**config.mk**
```make
export PLATFORM = sky130hd
export DESIGN_NAME = mdu_ctrl
export DESIGN_NICKNAME = d
export VERILOG_FILES = /design/src/rtl/mdu_ctrl.sv
export SDC_FILE = /design/constraint.sdc
export NUM_CORES = 2
export LEC_CHECK = 0
export ABC_AREA = 1
export CORE_ASPECT_RATIO = 1.2
export CORE_MARGIN = 2
export CORE_UTILIZATION = 65
export CTS_BUF_LIST = sky130_fd_sc_hd__clkbuf_16
export CTS_CLUSTER_DIAMETER = 80
export DETAILED_ROUTE_END_ITERATION = 8
export PLACE_DENSITY = 0.94
export SYNTH_ARGS = -nofsm -noshare
export SYNTH_HDL_FRONTEND = slang
export SYNTH_SLANG_ARGS = --single-unit
```
**constraint.sdc**
```tcl
create_clock -name clk -period 10.2 [get_ports clk]
set_clock_uncertainty 0.2 [all_clocks]
set_input_delay 1.53 -clock clk [delete_from_list [all_inputs] [get_ports clk]]
set_output_delay 1.53 -clock clk [all_outputs]
set_load 0.005 [all_outputs]
```
**src/rtl/mdu_ctrl.sv**
```systemverilog
// Multiply/divide sequencing controller: owns HI/LO, runs a 32-step restoring
// divider and a multi-cycle multiply, and stalls the pipeline only when needed.
module mdu_ctrl #(
  parameter int MUL_CYCLES = 3
) (
  input  logic        clk,
  input  logic        rst_n,
  input  logic [3:0]  mdu_op_i,
  input  logic [31:0] a_i,
  input  logic [31:0] b_i,
  input  logic        flush_i,
  output logic [31:0] result_o,
  output logic        stall_o,
  output logic        busy_o,
  output logic [31:0] hi_o,
  output logic [31:0] lo_o
);

  // 32 restoring iterations plus one sign-fixup cycle; the divider relies on this.
  localparam int DIV_CYCLES = 33;

  localparam logic [1:0] ST_IDLE = 2'd0;
  localparam logic [1:0] ST_BUSY = 2'd1;
  localparam logic [1:0] ST_DONE = 2'd2;

  localparam logic [3:0] OP_NONE  = 4'd0;
  localparam logic [3:0] OP_DIV   = 4'd1;
  localparam logic [3:0] OP_DIVU  = 4'd2;
  localparam logic [3:0] OP_MUL   = 4'd3;
  localparam logic [3:0] OP_MULT  = 4'd4;
  localparam logic [3:0] OP_MULTU = 4'd5;
  localparam logic [3:0] OP_MFHI  = 4'd6;
  localparam logic [3:0] OP_MFLO  = 4'd7;
  localparam logic [3:0] OP_MTHI  = 4'd8;
  localparam logic [3:0] OP_MTLO  = 4'd9;

  logic [1:0]  state;
  logic [3:0]  op_q;
  logic [31:0] a_q;
  logic [31:0] b_q;
  logic [31:0] div_rem;
  logic [31:0] div_quo;
  logic [5:0]  counter;
  logic [31:0] hi;
  logic [31:0] lo;
  logic [31:0] res_q;

  logic [3:0]  op_eff;
  logic        op_is_div;
  logic        op_is_mul;
  logic        accept;

  assign op_eff    = (mdu_op_i > OP_MTLO) ? OP_NONE : mdu_op_i;
  assign op_is_div = (op_eff == OP_DIV) || (op_eff == OP_DIVU);
  assign op_is_mul = (op_eff == OP_MUL) || (op_eff == OP_MULT) || (op_eff == OP_MULTU);
  assign accept    = (state == ST_IDLE) && (op_is_div || op_is_mul) && !flush_i;

  // Multiply: sign- or zero-extend the latched operands, keep the low 64 bits.
  logic [63:0] mul_a_ext;
  logic [63:0] mul_b_ext;
  logic [63:0] product;

  assign mul_a_ext = (op_q == OP_MULTU) ? {32'b0, a_q} : {{32{a_q[31]}}, a_q};
  assign mul_b_ext = (op_q == OP_MULTU) ? {32'b0, b_q} : {{32{b_q[31]}}, b_q};
  assign product   = mul_a_ext * mul_b_ext;

  // Restoring divide step on magnitudes; div_quo shifts the dividend out as quotient bits enter.
  logic        div_signed;
  logic [31:0] b_mag;
  logic [32:0] rem_shift;
  logic [32:0] rem_sub;
  logic        rem_take;
  logic [31:0] quo_final;
  logic [31:0] rem_final;

  assign div_signed = (op_q == OP_DIV);
  assign b_mag      = (div_signed && b_q[31]) ? -b_q : b_q;
  assign rem_shift  = {div_rem, div_quo[31]};
  assign rem_sub    = rem_shift - {1'b0, b_mag};
  assign rem_take   = !rem_sub[32];

  always_comb begin
    quo_final = (div_signed && (a_q[31] ^ b_q[31])) ? -div_quo : div_quo;
    rem_final = (div_signed && a_q[31]) ? -div_rem : div_rem;
    if (b_q == 32'd0) begin
      quo_final = 32'hFFFF_FFFF;
      rem_final = a_q;
    end
  end

  always_ff @(posedge clk or negedge rst_n) begin
    if (!rst_n) begin
      state   <= ST_IDLE;
      op_q    <= OP_NONE;
      a_q     <= 32'd0;
      b_q     <= 32'd0;
      div_rem <= 32'd0;
      div_quo <= 32'd0;
      counter <= 6'd0;
      hi      <= 32'd0;
      lo      <= 32'd0;
      res_q   <= 32'd0;
    end else begin
      case (state)
        ST_IDLE: begin
          if (accept) begin
            op_q    <= op_eff;
            a_q     <= a_i;
            b_q     <= b_i;
            div_rem <= 32'd0;
            div_quo <= (op_eff == OP_DIV && a_i[31]) ? -a_i : a_i;
            counter <= op_is_div ? 6'(DIV_CYCLES) : 6'(MUL_CYCLES);
            state   <= ST_BUSY;
          end else if (!flush_i) begin
            if (op_eff == OP_MTHI) hi <= a_i;
            if (op_eff == OP_MTLO) lo <= a_i;
          end
        end
        ST_BUSY: begin
          counter <= counter - 6'd1;
          if (counter == 6'd1) begin
            state <= ST_IDLE;
            case (op_q)
              OP_MULT, OP_MULTU: begin
                hi <= product[63:32];
                lo <= product[31:0];
              end
              OP_DIV, OP_DIVU: begin
                hi <= rem_final;
                lo <= quo_final;
              end
              default: begin
                res_q <= product[31:0];
                state <= ST_DONE;
              end
            endcase
          end else if (op_q == OP_DIV || op_q == OP_DIVU) begin
            div_rem <= rem_take ? rem_sub[31:0] : rem_shift[31:0];
            div_quo <= {div_quo[30:0], rem_take};
          end
        end
        ST_DONE: state <= ST_IDLE;
        default: state <= ST_IDLE;
      endcase
    end
  end

  always_comb begin
    result_o = 32'd0;
    if (state == ST_DONE) begin
      result_o = res_q;
    end else if (state == ST_IDLE) begin
      if (op_eff == OP_MFHI) result_o = hi;
      if (op_eff == OP_MFLO) result_o = lo;
    end
  end

  assign stall_o = ((state == ST_IDLE) && (op_eff == OP_MUL) && !flush_i) ||
                   ((state == ST_BUSY) && (op_eff != OP_NONE));
  assign busy_o  = (state != ST_IDLE);
  assign hi_o    = hi;
  assign lo_o    = lo;

endmodule

```
---- After elaboration in Yosys (flattened, before gate mapping) ----
Index checks and enable logic that the tools add are counted.
storage, ports and cells
  register bits after elaboration ......... 236
  latch bits .............................. 0
  bits in writable memories ............... 0
  ROM bits ................................ 0
  input port bits ......................... 71
  output and inout port bits .............. 98
  logic and storage cells ................. 118
  memories kept ........................... 0
cells by class
  add/sub/neg operators ................... 6
  multipliers ............................. 1
  div/mod/pow operators ................... 0
  magnitude comparators ................... 1
  eq/ne operators ......................... 25
  shifts and indexed selects .............. 0
  muxes and demuxes ....................... 41
  bitwise gates (word level) .............. 2
  reduce and logical (&&, ||, !) cells .... 32
operators with widths
  cell                   number
  $mux W32               25
  $pmux W32 S2           6
  $mux W64               2
  $neg A32 Y32           4
  $mul A64 B64 Y64       1
  $sub A33 B32 Y33       1
  $logic_not A32 Y1      1
  $eq A4 B3 Y1 const B   6
  $eq A4 B2 Y1 const B   3
  $mux W6                2
  $ne A2 B2 Y1 const B   6
  $pmux W6 S2            1
  $reduce_and A6 Y1      2
  $logic_and A1 B1 Y1    9
  $eq A4 B1 Y1 const B   2
  $eq A4 B4 Y1 const B   2
  $eq A6 B1 Y1 const B   1
  $logic_or A1 B1 Y1     6
  $mux W2                3
  $reduce_and A2 Y1      3
  $sub A6 B1 Y6 const B  1
  $gt A4 B4 Y1 const B   1
  $mux W4                1
  $ne A2 B1 Y1 const B   2
  14 further kinds       17

---- Longest topological paths before layout ----
  depth after elaboration ................. 10
  mapped depth ............................ 42
  mapped depth without buffers ............ 42

---- Worst setup path after synthesis ----
OpenSTA, ideal clock, no wires.
  path type ............................... register to register
  start ................................... reg op_q[3]
  end ..................................... reg hi[25], in the netlist hi_o[25]
  setup time .............................. 0.078 ns
  data arrival time ....................... 9.026 ns
  required time ........................... 9.922 ns
  path slack .............................. 0.896 ns
  cell stages (with the launch flop) ...... 35
  path buffers ............................ 2
  period minus slack after synthesis ...... 9.304 ns
  cell sequence ........................... dfrtp_1 -> inv_1 -> nand2_1 -> nor2_4 -> clkbuf_1 -> buf_1 -> nor2_1 -> fa_1 -> inv_1 -> fa_1 -> inv_1 -> fa_1 -> inv_1 -> fa_1 -> inv_1 -> fa_1 -> fa_1 -> fa_1 -> fa_1 -> fa_1 -> inv_1 -> fa_1 -> inv_1 -> ha_1 -> nand2_1 -> nor2_1 -> nand2_1 -> nor2_1 -> inv_1 -> or2_2 -> nand3_1 -> nand2_1 -> nand3_1 -> nand3_1 -> a21boi_1
between the ends
  longest elaborated chain between the ends .. 7
  elaborated cells between the ends (all ways) .. 17
  those cells by class .................... mul (1); eq/ne (5); mux (7); reduce/logical (4)
RTL lines
  what                                                                      RTL line  text
  start: declaration                                                        38        logic [3:0] op_q;
  start signal: assignment                                                  107       op_q <= op_eff;
  parallel branches: the longest is 7 deep, another holds $mul A64 B64 Y64  n/a
  end signal: assignment                                                    115       if (op_eff == OP_MTHI) hi <= a_i;
  end signal: assignment                                                    125       hi <= product[63:32];
  end signal: assignment                                                    129       hi <= rem_final;
  end: declaration                                                          44        logic [31:0] hi;
Parallel ways; which one is timed is not known. The select of a mux whose other input is x is not followed.
A chain may end at the register's enable or synchronous reset.

---- Final worst setup path ----
  start ................................... reg a_q[24]
  end ..................................... reg hi[22], in the netlist hi_o[22]
between the ends
  longest elaborated chain between the ends .. 5
RTL lines
  what                      RTL line  text
  start: declaration        39        logic [31:0] a_q;
  start signal: assignment  108       a_q <= a_i;
  $mux W64                  63        assign mul_a_ext = (op_q == OP_MULTU) ? {32'b0, a_q} : {{32{a_q[31]}}, a_q};
  $mul A64 B64 Y64          65        assign product = mul_a_ext * mul_b_ext;
  $pmux W32 S2              123       case (op_q)
  $mux W32                  121       if (counter == 6'd1) begin
  $pmux W32 S2              104       case (state)
No other way between the ends. The select of a mux whose other input is x is not followed.

==> flow_summary.ini <==
[logic_synthesis]
syn_nets = 10314
synth.top_cells.by_count = inv_1, nand2_1, fa_1
seq_area_frac_synth_pct = 8.91
synth-xor-area-share_pct = 2.01
syn_avg_cell_area_um2 = 7.82
ys_types = 60
synthArstFlopShare_pct = 100
synthMuxAreaShare_pct = 0
synth_compound_area_share_pct = 6.77
yosysTopAreaCell = fa_1
synth_edf_count = 0
yosys_warnings = 0
netlist_top_cells_area = fa_1, inv_1, nand2_1
netlist_area_um2 = 66300
synth_top_family_by_area = adder cells
yosysTopAreaCellShare_pct = 42.9
synth-simple-area-share_pct = 17.1
syn_inst = 8476
synthAdderAreaFrac_pct = 49.5
synth-main-ff-cell = dfrtp_1
synth.most_common_cell = inv_1
ys_seq_elements = 236

[setup_path]
cpMaxStageDelayCell = dfrtp_1
r2r_cells = 32
cp.required_ns = 10.49
crit_end = hi_o[22]$_DFFE_PN0P_
critPathArrivalTime_ns = 10.32
crit_fanout = 17
cp-end-kind = flip-flop
rrSetupSlack_ns = 0.16
critPathMaxStageDelay_ns = 1.16
critPathLaunch = a_q[24]$_DFFE_PN0P_
reg2reg_from = a_q[24]$_DFFE_PN0P_
r2r_end = hi_o[22]$_DFFE_PN0P_
worst_path_most_repeated_cell = fa_1
startpoint_type = flip-flop
critPathKind = reg2reg

[floorplanning]
start_util_pct = 65.5
die_h_um = 354
core_area_um2 = 101000
die-width_um = 295
die-area_um2 = 105000
ioPinCount = 169
rows = 128

[clock_network]
htreeDepth = 1
cts_tree = yes
cts_made_buffers = 23
cts_num_sinks = 236
insertion_delay_ns = 0.58
cts.reportedPaths.clkPinSlew_ns = 0.08
clock-root-buffer = clkbuf_16
cts_setup_buffers = 0
cts.path.max_buffers = 3

[status]
status = finished with violations
violations = DRC

[sta]
slew_violations = 0
min_period_ns = 10.04
worst_pin_slew_ns = 1.45
final_hold_viol_count = 0
finalSetupViolations = 0
finalCritPeriodShare_pct = 98.4
slew_headroom_pct = 3.58
holdWs_ns = 0.295
max_freq_ghz = 0.0996
rsz0062_at_grt = true

[cells_and_area]
finish.utilization_pct = 69.7
instances_no_fill = 9872
n_fill_cell = 7594
design_area_um2 = 70600
ff_latch_area_um2 = 5920
nets = 10324
layout-drive-gt1-share_pct = 4.02
area_delta_synth_final_pct = 6.49
multi_input_area_um2 = 50000

[drt]
drtPass1Iterations = 9
vias_per_cell = 6.05
ant_nets = 0
drc = 15
vias = 59753
first_iter_violations = 7158
wl_per_cell_um = 26.6
wirelength_um = 263000

[placed_design]
dpl.cell_count = 9826
io_buffers = 168
hpwl_um = 212000
placed_area_um2 = 69800
gp_congestion = 1.08

[hold_path]
hp-class = reg2reg
whs_path_depth = 2

[global_route]
grt_pass1_wl_um = 396000
grt.overflow.total = 0
antenna_found_initial = 9
grt_max_degree = 107
grt_usage_pct = 52.2
first_global_vias = 65656

[flow_run]
cap_violations = 0
[kinds of logic (layout without fill, tap and decap cells)]
family / after synthesis / after routing
and+or+nand+nor: 2809 / 2809
buffers and inverters: 2740 / 2765
adders and majority gates: 1767 / 1767
AOI/OAI and AO/OA: 772 / 772
DFF: 236 / 236
xor gates and xnor gates: 152 / 152
other: 0 / 6
[through the flow]
step	setup TNS [ns]	setup slack, ns
final	0	0.163
after floorplan	0	0.896
after detailed placement	-0.211	-0.109
after global routing	-0.00970	-0.00970
after CTS	0	0.269
after global placement	-0.0573	-0.0348
[per-layer routing]
| metal | routed length [um] | global-route usage [%] |
|---|---|---|
| met4 | 27500 | 41.9 |
| met2 | 114000 | 78.0 |
| met3 | 36700 | 22.1 |
| met5 | 342 | 4.65 |
| met1 | 83800 | 58.0 |
[layout by cell type, fill, tap and decap left out, drive strengths merged, types with 4 or more instances in the layout]
| cell | instances |
|---|---|
| clkbuf | 23 |
| nand2 | 1955 |
| a22oi | 24 |
| xor2 | 109 |
| a32oi | 8 |
| nor2 | 463 |
| a31oi | 23 |
| inv | 2363 |
| o22ai | 38 |
| clkinvlp | 5 |
| nand3b | 8 |
| ha | 347 |
| nand3 | 247 |
| a21boi | 20 |
| or2 | 19 |
| a21o | 15 |
| fa | 1420 |
| o31ai | 4 |
| nor4 | 19 |
| o21bai | 18 |
| o21ai | 346 |
| nor3 | 46 |
| o21a | 8 |
| o2111ai | 6 |
| a21oi | 206 |
| clkinv | 8 |
| a211oi | 6 |
| diode | 6 |
| nand4 | 48 |
| xnor2 | 43 |
| o211ai | 42 |
| clkdlybuf4s50 | 167 |
| buf | 198 |
| dfrtp | 236 |
[critical path, delay by kind of cell, from the launching register on]
family | cells | cell delay [ns]
flops | 1 | 1.16
compound gates | 1 | 0.19
fa+ha+maj | 11 | 5.68
simple gates | 12 | 1.80
buf+inv | 8 | 0.89
[area by class of cell]
cell class | instances | share of cell area [%]
multi-input cells | 5500 | 70.8
inverters | 2360 | 12.6
clock buffers | 23 | 0.816
flip-flops and latches | 236 | 8.39
well taps | 1365 | 2.42
diodes | 6 | 0.0213
clock inverters | 17 | 0.190
repair buffers | 365 | 4.79
[how the worst min path moves through the flow]
stage / from / endpoint / slack (ns)
6_report: res_q[7]$_DFFE_PN0P_ / res_q[7]$_DFFE_PN0P_ / 0.30
2_1_floorplan: res_q[10]$_DFFE_PN0P_ / res_q[10]$_DFFE_PN0P_ / 0.25
3_5_place_dp: res_q[17]$_DFFE_PN0P_ / res_q[17]$_DFFE_PN0P_ / 0.28
5_1_grt: res_q[17]$_DFFE_PN0P_ / res_q[17]$_DFFE_PN0P_ / 0.33
4_1_cts: res_q[17]$_DFFE_PN0P_ / res_q[17]$_DFFE_PN0P_ / 0.29
3_3_place_gp: res_q[26]$_DFFE_PN0P_ / res_q[26]$_DFFE_PN0P_ / 0.27
[registers in the layout, indices dropped and copies added, names as in the netlist, 6 cells and up]
signal   count
b_q         32
res_q       32
hi_o        32
lo_o        32
div_rem     32
a_q         32
div_quo     32
counter      6
[timing repair]
| action | 4_1_cts | 5_1_grt |
|---|---|---|
| gates resized for setup | 1 | 8 |
| endpoints found under the setup margin | 3 | 14 |
| hold buffers | 0 | 0 |
| hold endpoints to repair | 0 | 0 |
| gates cloned | 0 | 0 |
Power is not shown: default switching activity piles up to over one toggle a cycle in this logic, so the estimate is an artifact.
